$ cat src/rtl/cc_posicion_driver.sv
// Position source for the display path: tracks one player token on a row and drives its
// one-hot location plus the blank select, with a blink sequence when the token is hit.
module cc_posicion_driver #(
  parameter int unsigned POSDRV_WIDTH       = 8,
  parameter int unsigned POSDRV_START       = 3,
  parameter int unsigned POSDRV_BLINKCYCLES = 4,
  parameter int unsigned POSDRV_BLINKCOUNT  = 3
) (
  input  logic                    CC_POSDRV_CLOCK_50,
  input  logic                    CC_POSDRV_RESET_InLow,
  input  logic                    CC_POSDRV_start_In,
  input  logic                    CC_POSDRV_left_In,
  input  logic                    CC_POSDRV_right_In,
  input  logic                    CC_POSDRV_hit_In,
  output logic [POSDRV_WIDTH-1:0] CC_POSDRV_UBICACION_OutBUS,
  output logic                    CC_POSDRV_select_Out,
  output logic                    CC_POSDRV_busy_Out
);

  localparam int unsigned PosW = (POSDRV_WIDTH > 1) ? $clog2(POSDRV_WIDTH) : 1;
  localparam int unsigned CycW = $clog2(POSDRV_BLINKCYCLES) + 1;
  localparam int unsigned TogW = $clog2(2 * POSDRV_BLINKCOUNT) + 1;

  localparam logic [1:0] stIdle   = 2'd0;
  localparam logic [1:0] stActive = 2'd1;
  localparam logic [1:0] stHit    = 2'd2;

  localparam logic [PosW-1:0] startPos = PosW'(POSDRV_START);
  localparam logic [PosW-1:0] lastPos  = PosW'(POSDRV_WIDTH - 1);
  localparam logic [CycW-1:0] cycLast  = CycW'(POSDRV_BLINKCYCLES - 1);
  localparam logic [TogW-1:0] togLast  = TogW'(2 * POSDRV_BLINKCOUNT - 1);

  logic [1:0]      state, stateNext;
  logic [PosW-1:0] pos, posNext;
  logic [CycW-1:0] blinkCyc, cycNext;
  logic [TogW-1:0] blinkTog, togNext;
  logic            prevLeft, prevRight;
  logic            selectNext, busyNext;
  logic [POSDRV_WIDTH-1:0] ubicNext;
  logic            moveLeft, moveRight;

  assign moveLeft  = CC_POSDRV_left_In & ~prevLeft;
  assign moveRight = CC_POSDRV_right_In & ~prevRight;

  // State, position, blink counters and registered outputs
  always_ff @(posedge CC_POSDRV_CLOCK_50 or negedge CC_POSDRV_RESET_InLow) begin
    if (!CC_POSDRV_RESET_InLow) begin
      state                      <= stIdle;
      pos                        <= startPos;
      blinkCyc                   <= '0;
      blinkTog                   <= '0;
      prevLeft                   <= 1'b0;
      prevRight                  <= 1'b0;
      CC_POSDRV_UBICACION_OutBUS <= POSDRV_WIDTH'(1) << startPos;
      CC_POSDRV_select_Out       <= 1'b1;
      CC_POSDRV_busy_Out         <= 1'b0;
    end else begin
      state                      <= stateNext;
      pos                        <= posNext;
      blinkCyc                   <= cycNext;
      blinkTog                   <= togNext;
      prevLeft                   <= CC_POSDRV_left_In;
      prevRight                  <= CC_POSDRV_right_In;
      CC_POSDRV_UBICACION_OutBUS <= ubicNext;
      CC_POSDRV_select_Out       <= selectNext;
      CC_POSDRV_busy_Out         <= busyNext;
    end
  end

  // Next-state and next-output logic; hit outranks movement in ACTIVE
  always_comb begin
    stateNext  = state;
    posNext    = pos;
    cycNext    = blinkCyc;
    togNext    = blinkTog;
    selectNext = CC_POSDRV_select_Out;
    case (state)
      stIdle: begin
        selectNext = 1'b1;
        if (CC_POSDRV_start_In) begin
          stateNext  = stActive;
          posNext    = startPos;
          selectNext = 1'b0;
        end
      end
      stActive: begin
        selectNext = 1'b0;
        if (CC_POSDRV_hit_In) begin
          stateNext  = stHit;
          cycNext    = '0;
          togNext    = '0;
          selectNext = 1'b1;
        end else if (moveLeft && !moveRight) begin
          if (pos != '0) posNext = pos - PosW'(1);
        end else if (moveRight && !moveLeft) begin
          if (pos != lastPos) posNext = pos + PosW'(1);
        end
      end
      stHit: begin
        if (blinkCyc == cycLast) begin
          cycNext    = '0;
          togNext    = blinkTog + TogW'(1);
          selectNext = ~CC_POSDRV_select_Out;
          if (blinkTog == togLast) begin
            stateNext = stIdle;
            posNext   = startPos;
            togNext   = '0;
          end
        end else begin
          cycNext = blinkCyc + CycW'(1);
        end
      end
      default: begin
        stateNext  = stIdle;
        posNext    = startPos;
        cycNext    = '0;
        togNext    = '0;
        selectNext = 1'b1;
      end
    endcase
    busyNext = (stateNext != stIdle);
    ubicNext = POSDRV_WIDTH'(1) << posNext;
  end

endmodule

$ cat config.mk
export PLATFORM = sky130hd
export DESIGN_NAME = cc_posicion_driver
export DESIGN_NICKNAME = d
export VERILOG_FILES = /design/src/rtl/cc_posicion_driver.sv
export SDC_FILE = /design/constraint.sdc
export NUM_CORES = 1
export LEC_CHECK = 0
export BUFFER_PORTS_ARGS = -buffer_cell sky130_fd_sc_hd__buf_4
export CORE_UTILIZATION = 58
export DETAILED_ROUTE_END_ITERATION = 10
export GPL_TIMING_DRIVEN = 0
export PLACE_DENSITY = 0.8
export SLEW_MARGIN = 20
export SYNTH_ARGS = -nofsm -noshare
export SYNTH_HDL_FRONTEND = slang
export SYNTH_SLANG_ARGS = --single-unit
$ cat constraint.sdc
create_clock -name CC_POSDRV_CLOCK_50 -period 3.14 [get_ports CC_POSDRV_CLOCK_50]
set_input_delay 0.628 -clock CC_POSDRV_CLOCK_50 [delete_from_list [all_inputs] [get_ports CC_POSDRV_CLOCK_50]]
set_output_delay 0.628 -clock CC_POSDRV_CLOCK_50 [all_outputs]
set_load 0.02 [all_outputs]
==> impl_metrics.env, run 1 <==
export IMPL_yosysWarnings=0
export IMPL_drive_above_1_share_pct=33.6
export IMPL_drt_initial_drc_count=15
export IMPL_netlist_area_mm2=0.00120
export IMPL_max_slew_margin_pct=66.9
export IMPL_syn_nets=115
export IMPL_antenna_found_initial=0
export IMPL_hpwl_um=1550
export IMPL_cts_setup_buffers=0
export IMPL_grt_overflow_total=0
export IMPL_ctsResizeCount=0
export IMPL_setup_viol=0
export IMPL_die_h_um=47.4
export IMPL_rsz0062_at_grt="false"
export IMPL_endpoint_kind="flip-flop"
export IMPL_ys_seq_area_share_pct=50.6
export IMPL_grt_use_total_pct=23.0
export IMPL_setup_worst_path_start_class="flip-flop"
export IMPL_h_tree_depth=1
export IMPL_initial_utilization_pct=61.6
export IMPL_maxClockFrequency_ghz=0.465
export IMPL_post_place_ws_ps=1010
export IMPL_cts_sinks=24
export IMPL_path_max_fanout=5
export IMPL_via_count=838
export IMPL_numPortBuffers=15
export IMPL_antenna_cells=0
export IMPL_rows=16
export IMPL_worst_pin_slew_ps=496
export IMPL_grt_pass1_vias=780
export IMPL_die_area_mm2=0.00225
export IMPL_via_per_inst=5.62
export IMPL_syn2layout_area_growth_pct=16.6
export IMPL_setup_tns_ps=0
export IMPL_yosysTopAreaCellShare_pct=41.8
export IMPL_p_leak_nw=0.658
export IMPL_fin_crit_sh_pct=68.5
export IMPL_powerDensity_mw_per_mm2=831
export IMPL_finish_utilization_pct=71.8
export IMPL_clockBufferDepth=2
export IMPL_ys_types=43
export IMPL_fin_crit_ps=2150
export IMPL_core_area_mm2=0.00194
export IMPL_drt_total_wl_um=2090
export IMPL_avgSynthCellArea_um2=11.6
export IMPL_drc_errors=0
export IMPL_wire_per_inst_um=14.0
export IMPL_grt_pass1_wl_um=3500
export IMPL_crit_type="reg2reg"
export IMPL_cts_hold_repair_buffers=0
export IMPL_cp_arrival_ps=2420
export IMPL_finClkSkew_ps=3.25
export IMPL_peakVddDrop_v=0.000686
export IMPL_holdCritPathClass="in2async"
export IMPL_cts_tree="built"
export IMPL_synth_seq_cells=24
export IMPL_fin_ws_ps=988
export IMPL_synthTopCellsByArea="dfrtp_1 42%, dfstp_2 8.8%, ha_1 6.3%, nor3b_2 4.2%, o21ai_0 3.8%"
export IMPL_maxCapViolations=0
export IMPL_grt_max_degree=25
export IMPL_synthCells=103
export IMPL_finalHoldViolCount=0
export IMPL_path_clk_slew_ps=130
export IMPL_required_ps=3400
export IMPL_io_pins=16
export IMPL_nets=135
export IMPL_insertion_delay_ps=310
export IMPL_first_pass_iters=5
export IMPL_cts_buffers=3
export IMPL_clockRootBuffer="clkbuf_4"
export IMPL_yosys_area_top_type="dfrtp_1"
export IMPL_maxSlewViolCount=0
export IMPL_ant_nets=0
export IMPL_status="finished clean"
export IMPL_finalWeightedCongestion=0.815
export IMPL_chipWidth_um=47.4
==> registers in the layout, summed over array words and instances, names as in the netlist <==
name	flops
prevRight	1
state	2
blinkCyc	3
prevLeft	1
CC_POSDRV_select_Out	1
CC_POSDRV_UBICACION_OutBUS	8
CC_POSDRV_busy_Out	1
blinkTog	4
pos	3
==> metal layers <==
layer / vias to the layer above / GRT usage [%] / part of all wire [%]
li1: 413 / - / -
met1: 408 / 30.6 / 47
met2: 12 / 36.4 / 49
met3: 5 / 3.77 / 2.2
met4: 0 / 11.4 / 2.1
met5: - / 0 / 0
==> worst max-delay path: stages (launching register included) <==
cell,delay (ps)
dfstp_2,570
inv_1,90
ha_1,200
nor2b_1,140
or3_1,330
a21oi_2,150
mux2_4,350
inv_2,120
and3_1,160
==> where the power goes <==
| part | total (mW) | leakage [nW] | internal [mW] | switching [mW] |
|---|---|---|---|---|
| sequential | 0.482 | 0.306 | 0.409 | 0.0729 |
| clock | 0.220 | 0.0279 | 0.129 | 0.0913 |
| combinational | 0.457 | 0.323 | 0.191 | 0.265 |
| total | 1.16 | 0.658 | 0.729 | 0.430 |
==> cells by family (layout without fill, tap and decap cells) <==
group / after synthesis / count (layout) / synth area share [%]
AO/OA/AOI/OAI: 30 / 30 / 17.4
multiplexers: 2 / 2 / 2.51
buffers and inverters: 5 / 24 / 1.67
AND/OR/NAND/NOR: 36 / 36 / 21.6
adder cells (fa/ha/maj): 6 / 6 / 6.28
flip-flops: 24 / 24 / 50.6
==> metrics by stage <==
step | power (mW) | hold slack (ps) | instances | instance area [um^2]
global route | 1.24 | 183 | 149 | 1400
CTS | 1.17 | 186 | 149 | 1400
global placement | 0.918 | 459 | 145 | 1340
finish | 1.16 | 173 | 149 | 1400
detailed placement | 0.948 | 467 | 145 | 1340
floorplan | 0.803 | 332 | 103 | 1200
==> Yosys cell counts (all sizes together) <==
cell type,instances
nand4,1
nand2b,5
dfstp,4
or3,1
mux2,2
o21a,1
nor3b,5
nand3b,1
inv,4
buf,1
a21o,1
a22o,1
o41ai,1
o21ai,11
o21bai,1
or2,2
o31ai,1
ha,6
a21boi,1
o211ai,1
and2,1
and3,2
or4b,1
a211oi,2
o221ai,1
nor3,3
nand3,4
a21oi,7
o211a,1
dfrtp,20
nor2,2
nand2,5
nor2b,3
==> path summary, 6_finish.rpt <==
check	from	endpoint	slack (ps)	depth (start not counted)
setup reg to reg	pos[1]$_DFF_PN1_	CC_POSDRV_UBICACION_OutBUS[7]$_DFF_PN0_	990	8
setup / recovery	pos[1]$_DFF_PN1_	CC_POSDRV_UBICACION_OutBUS[7]$_DFF_PN0_	990	8
hold / removal	CC_POSDRV_RESET_InLow	prevLeft$_DFF_PN0_	170	1
hold reg to reg	blinkCyc[0]$_DFFE_PN0P_	blinkCyc[0]$_DFFE_PN0P_	520	1
min in group CC_POSDRV_CLOCK_50	CC_POSDRV_right_In	prevRight$_DFF_PN0_	420	1
max in group asynchronous	CC_POSDRV_RESET_InLow	CC_POSDRV_select_Out$_DFFE_PN1N_	2680	1
==> cell usage in the layout (no fill, tap or decap), types with 2 or more instances in the layout <==
cell type / synthesis / final
nand2b_1: 2 / 2
nor2b_1: 2 / 2
mux2_4: 2 / 2
nand3_1: 4 / 4
a211oi_1: 2 / 2
nor2_1: 2 / 2
dfrtp_1: 20 / 20
nor3b_2: 4 / 4
ha_1: 6 / 6
o21ai_0: 9 / 9
clkbuf_4: 0 / 3
a21oi_1: 6 / 6
nand2b_2: 2 / 2
buf_4: 0 / 15
nand2_1: 5 / 5
dfstp_2: 4 / 4
and3_1: 2 / 2
nor3_1: 2 / 2
inv_1: 3 / 3
==> layout make-up <==
cell class,count,area [um^2]
Sequential cell,24,606
Clock buffer,3,22.5
Multi-Input combinational cell,74,571
Clock inverter,1,30.0
Buffer,1,5.00
Inverter,4,15.0
Timing Repair Buffer,15,113
Fill cell,147,547
Tap cell,27,33.8
Note: power is estimated with default switching activity, not from simulation.
==> run 2, diff against run 1 <==
ABC_AREA = 1   (was not set)
CORE_UTILIZATION = 56   (was 58)
PLACE_DENSITY = 0.78   (was 0.8)
clock period = 2.2 ns   (was 3.14 ns; I/O delays follow)
==> run 2 against run 1 <==
  * First-iteration DRC count rose by 27%
  * Area after synthesis grew 4.7%
  * Setup slack got worse by 570 ps
  * Total power up 52%
  * Sequential power increased by 41%
  * Combinational power grew 67%
  * Count of clock-buffer cells in the layout unchanged
  * Die area increased by 8.1%
  * Cell count grew 36%
  * Hold slack improved by 52 ps
  * Sequential share of layout area shrank 2.0 points
  * Largest cell class unchanged
==> impl_metrics.env, run 2 <==
export IMPL_maxCapViolations=0
export IMPL_syn2layout_area_growth_pct=16.7
export IMPL_largest_reg_flops=8
export IMPL_holdCritPathClass="in2reg"
export IMPL_insertion_delay_ps=330
export IMPL_netlist_area_mm2=0.00125
export IMPL_first_pass_iters=4
export IMPL_die_h_um=49.3
export IMPL_cts_sinks=24
export IMPL_ant_nets=0
export IMPL_synthTopCellsByArea="dfrtp_1 40%, nand2_1 13%, dfstp_2 8.4%, nor2_1 6.3%, ha_1 6.0%"
export IMPL_fin_crit_ps=1780
export IMPL_cts_tree="built"
export IMPL_cts_setup_buffers=0
export IMPL_switchingPower_uw=725
export IMPL_cp_arrival_ps=2030
export IMPL_path_clk_slew_ps=140
export IMPL_p_leak_nw=0.809
export IMPL_die_area_mm2=0.00243
export IMPL_drt_total_wl_um=2320
export IMPL_chipWidth_um=49.3
export IMPL_top_register="CC_POSDRV_UBICACION_OutBUS"
export IMPL_h_tree_depth=1
export IMPL_endpoint_kind="flip-flop"
export IMPL_clockRootBuffer="clkbuf_4"
export IMPL_antenna_cells=0
export IMPL_cts_buffers=3
export IMPL_drive_above_1_share_pct=23.9
export IMPL_regArea_um2=606
export IMPL_fin_crit_sh_pct=80.9
export IMPL_rows=16
export IMPL_maxClockFrequency_ghz=0.562
export IMPL_syn_nets=168
export IMPL_p_seq_share_pct=38.5
export IMPL_clockBufferDepth=2
export IMPL_ys_types=27
export IMPL_finClkSkew_ps=10.9
export IMPL_post_synth_top_count_cell="nand2_1"
export IMPL_p_clk_share_pct=18.2
export IMPL_via_per_inst=4.89
export IMPL_rsz0062_at_grt="false"
export IMPL_layout_commonest_cell="nand2_1"
export IMPL_finalHoldViolCount=0
export IMPL_drc_errors=0
export IMPL_grt_pass1_vias=1024
export IMPL_fin_ws_ps=419
export IMPL_synth_async_reset_ratio_pct=100
export IMPL_setup_worst_path_start_class="flip-flop"
export IMPL_grt_pass1_wl_um=4090
export IMPL_r2r_slack_ps=420
export IMPL_setup_viol=0
export IMPL_required_ps=2450
export IMPL_io_pins=16
export IMPL_avgSynthCellArea_um2=8.03
export IMPL_nets=189
export IMPL_worst_pin_slew_ps=347
export IMPL_yosysWarnings=0
export IMPL_synth_ff_type="dfrtp_1"
export IMPL_p_comb_share_pct=43.3
export IMPL_p_sw_share_pct=41.0
export IMPL_peakVddDrop_v=0.000820
export IMPL_antenna_found_initial=0
export IMPL_core_area_mm2=0.00202
export IMPL_status="finished clean"
export IMPL_synth_edf_count=0
export IMPL_grt_overflow_total=0
export IMPL_yosysTopAreaCellShare_pct=40.0
export IMPL_synthCells=156
export IMPL_drt_initial_drc_count=19
export IMPL_finish_instance_area_mm2=0.00146
export IMPL_finalWeightedCongestion=0.843
export IMPL_p_int_mw=1.04
export IMPL_reg_top3="CC_POSDRV_UBICACION_OutBUS (8), blinkTog (4)"
export IMPL_maxSlewViolCount=0
export IMPL_post_place_ws_ps=467
export IMPL_crit_type="reg2reg"
export IMPL_path_max_fanout=6
export IMPL_ys_seq_area_share_pct=48.4
export IMPL_synth_seq_cells=24
export IMPL_setup_tns_ps=0
export IMPL_final_cell_mix="44 x nand2_1, 21 x nor2_1, 20 x dfrtp_1, 20 x inv_1, 15 x buf_4"
export IMPL_synthTopCellsByCount="44 x nand2_1, 21 x nor2_1, 20 x dfrtp_1, 20 x inv_1, 8 x nand3_1"
export IMPL_via_count=993
export IMPL_powerDensity_mw_per_mm2=1210
export IMPL_grt_max_degree=25
export IMPL_max_slew_margin_pct=76.7
export IMPL_grt_use_total_pct=22.2
export IMPL_fillers=169
export IMPL_hpwl_um=1780
export IMPL_multi_input_area_um2=553
export IMPL_wire_per_inst_um=11.4
export IMPL_placed_area_mm2=0.00140
export IMPL_yosys_area_top_type="dfrtp_1"
export IMPL_initial_utilization_pct=61.9
export IMPL_numPortBuffers=15
-- run 2: metal layers --
metal | part of all wire (%) | GRT usage, % | vias up
li1 | - | - | 520
met1 | 45 | 25.4 | 461
met2 | 52 | 40.9 | 7
met3 | 1.4 | 2.80 | 5
met4 | 1.6 | 9.80 | 0
met5 | 0 | 0 | -
-- run 2: repair_timing --
action / in CTS / in global routing
hold buffers: 1 / 0
endpoints found under the setup margin: 0 / 0
hold endpoints to repair: 11 / 0
gates resized for setup: 0 / 0
-- run 2: stage by stage --
step	hold WS (ps)	total power, mW	utilization, %	instances
finish	225	1.77	72.3	203
global route	217	1.90	72.3	203
CTS	229	1.77	72.3	203
detailed placement	356	1.44	69.2	198
global placement	346	1.40	69.2	198
floorplan	144	1.22	-	156
-- run 2: final cells by class --
class	instances	area share [%]
Sequential cell	24	41.4
Multi-Input combinational cell	107	37.8
Timing Repair Buffer	16	8.39
Inverter	25	6.42
Tap cell	27	2.31
Clock inverter	1	2.05
Clock buffer	3	1.54
-- run 2: critical path, cell delays in order, from the launching register on --
cell	delay (ps)
dfstp_2	580
inv_1	110
ha_1	310
nand2_1	70
nand2_1	50
a21oi_1	200
nand2_1	110
nand2_2	80
nand2_1	70
nor2_1	120
-- run 2: logic make-up after synthesis --
| family | synth area share, % |
|---|---|
| DFF | 48.4 |
| and+or+nand+nor | 31.7 |
| adders and majority gates | 5.99 |
| xor gates and xnor gates | 0.699 |
| AOI/OAI and AO/OA | 5.00 |
| buffers and inverters | 7.49 |
| muxes | 0.799 |
-- run 2: worst paths after layout --
kind                            cells past startpoint                                 endpoint                    start
worst min register to register                      1                  blinkCyc[2]$_DFFE_PN0P_  blinkCyc[2]$_DFFE_PN0P_
worst min-delay path                                1                      prevRight$_DFF_PN0_       CC_POSDRV_right_In
worst max register to register                      9  CC_POSDRV_UBICACION_OutBUS[7]$_DFF_PN0_         pos[1]$_DFF_PN1_
worst max-delay path                                9  CC_POSDRV_UBICACION_OutBUS[7]$_DFF_PN0_         pos[1]$_DFF_PN1_
max in group asynchronous                           2         CC_POSDRV_select_Out$_DFFE_PN1N_    CC_POSDRV_RESET_InLow
min in group asynchronous                           2                  blinkTog[3]$_DFFE_PN0P_    CC_POSDRV_RESET_InLow
-- run 2: power groups by stage --
stage / sequential, mW / combinational [mW] / clock, mW
final: 0.679 / 0.765 / 0.322
after global routing: 0.696 / 0.867 / 0.340
after CTS: 0.677 / 0.769 / 0.322
after detailed placement: 0.684 / 0.761 / 0
after global placement: 0.676 / 0.727 / 0
after floorplan: 0.728 / 0.497 / 0
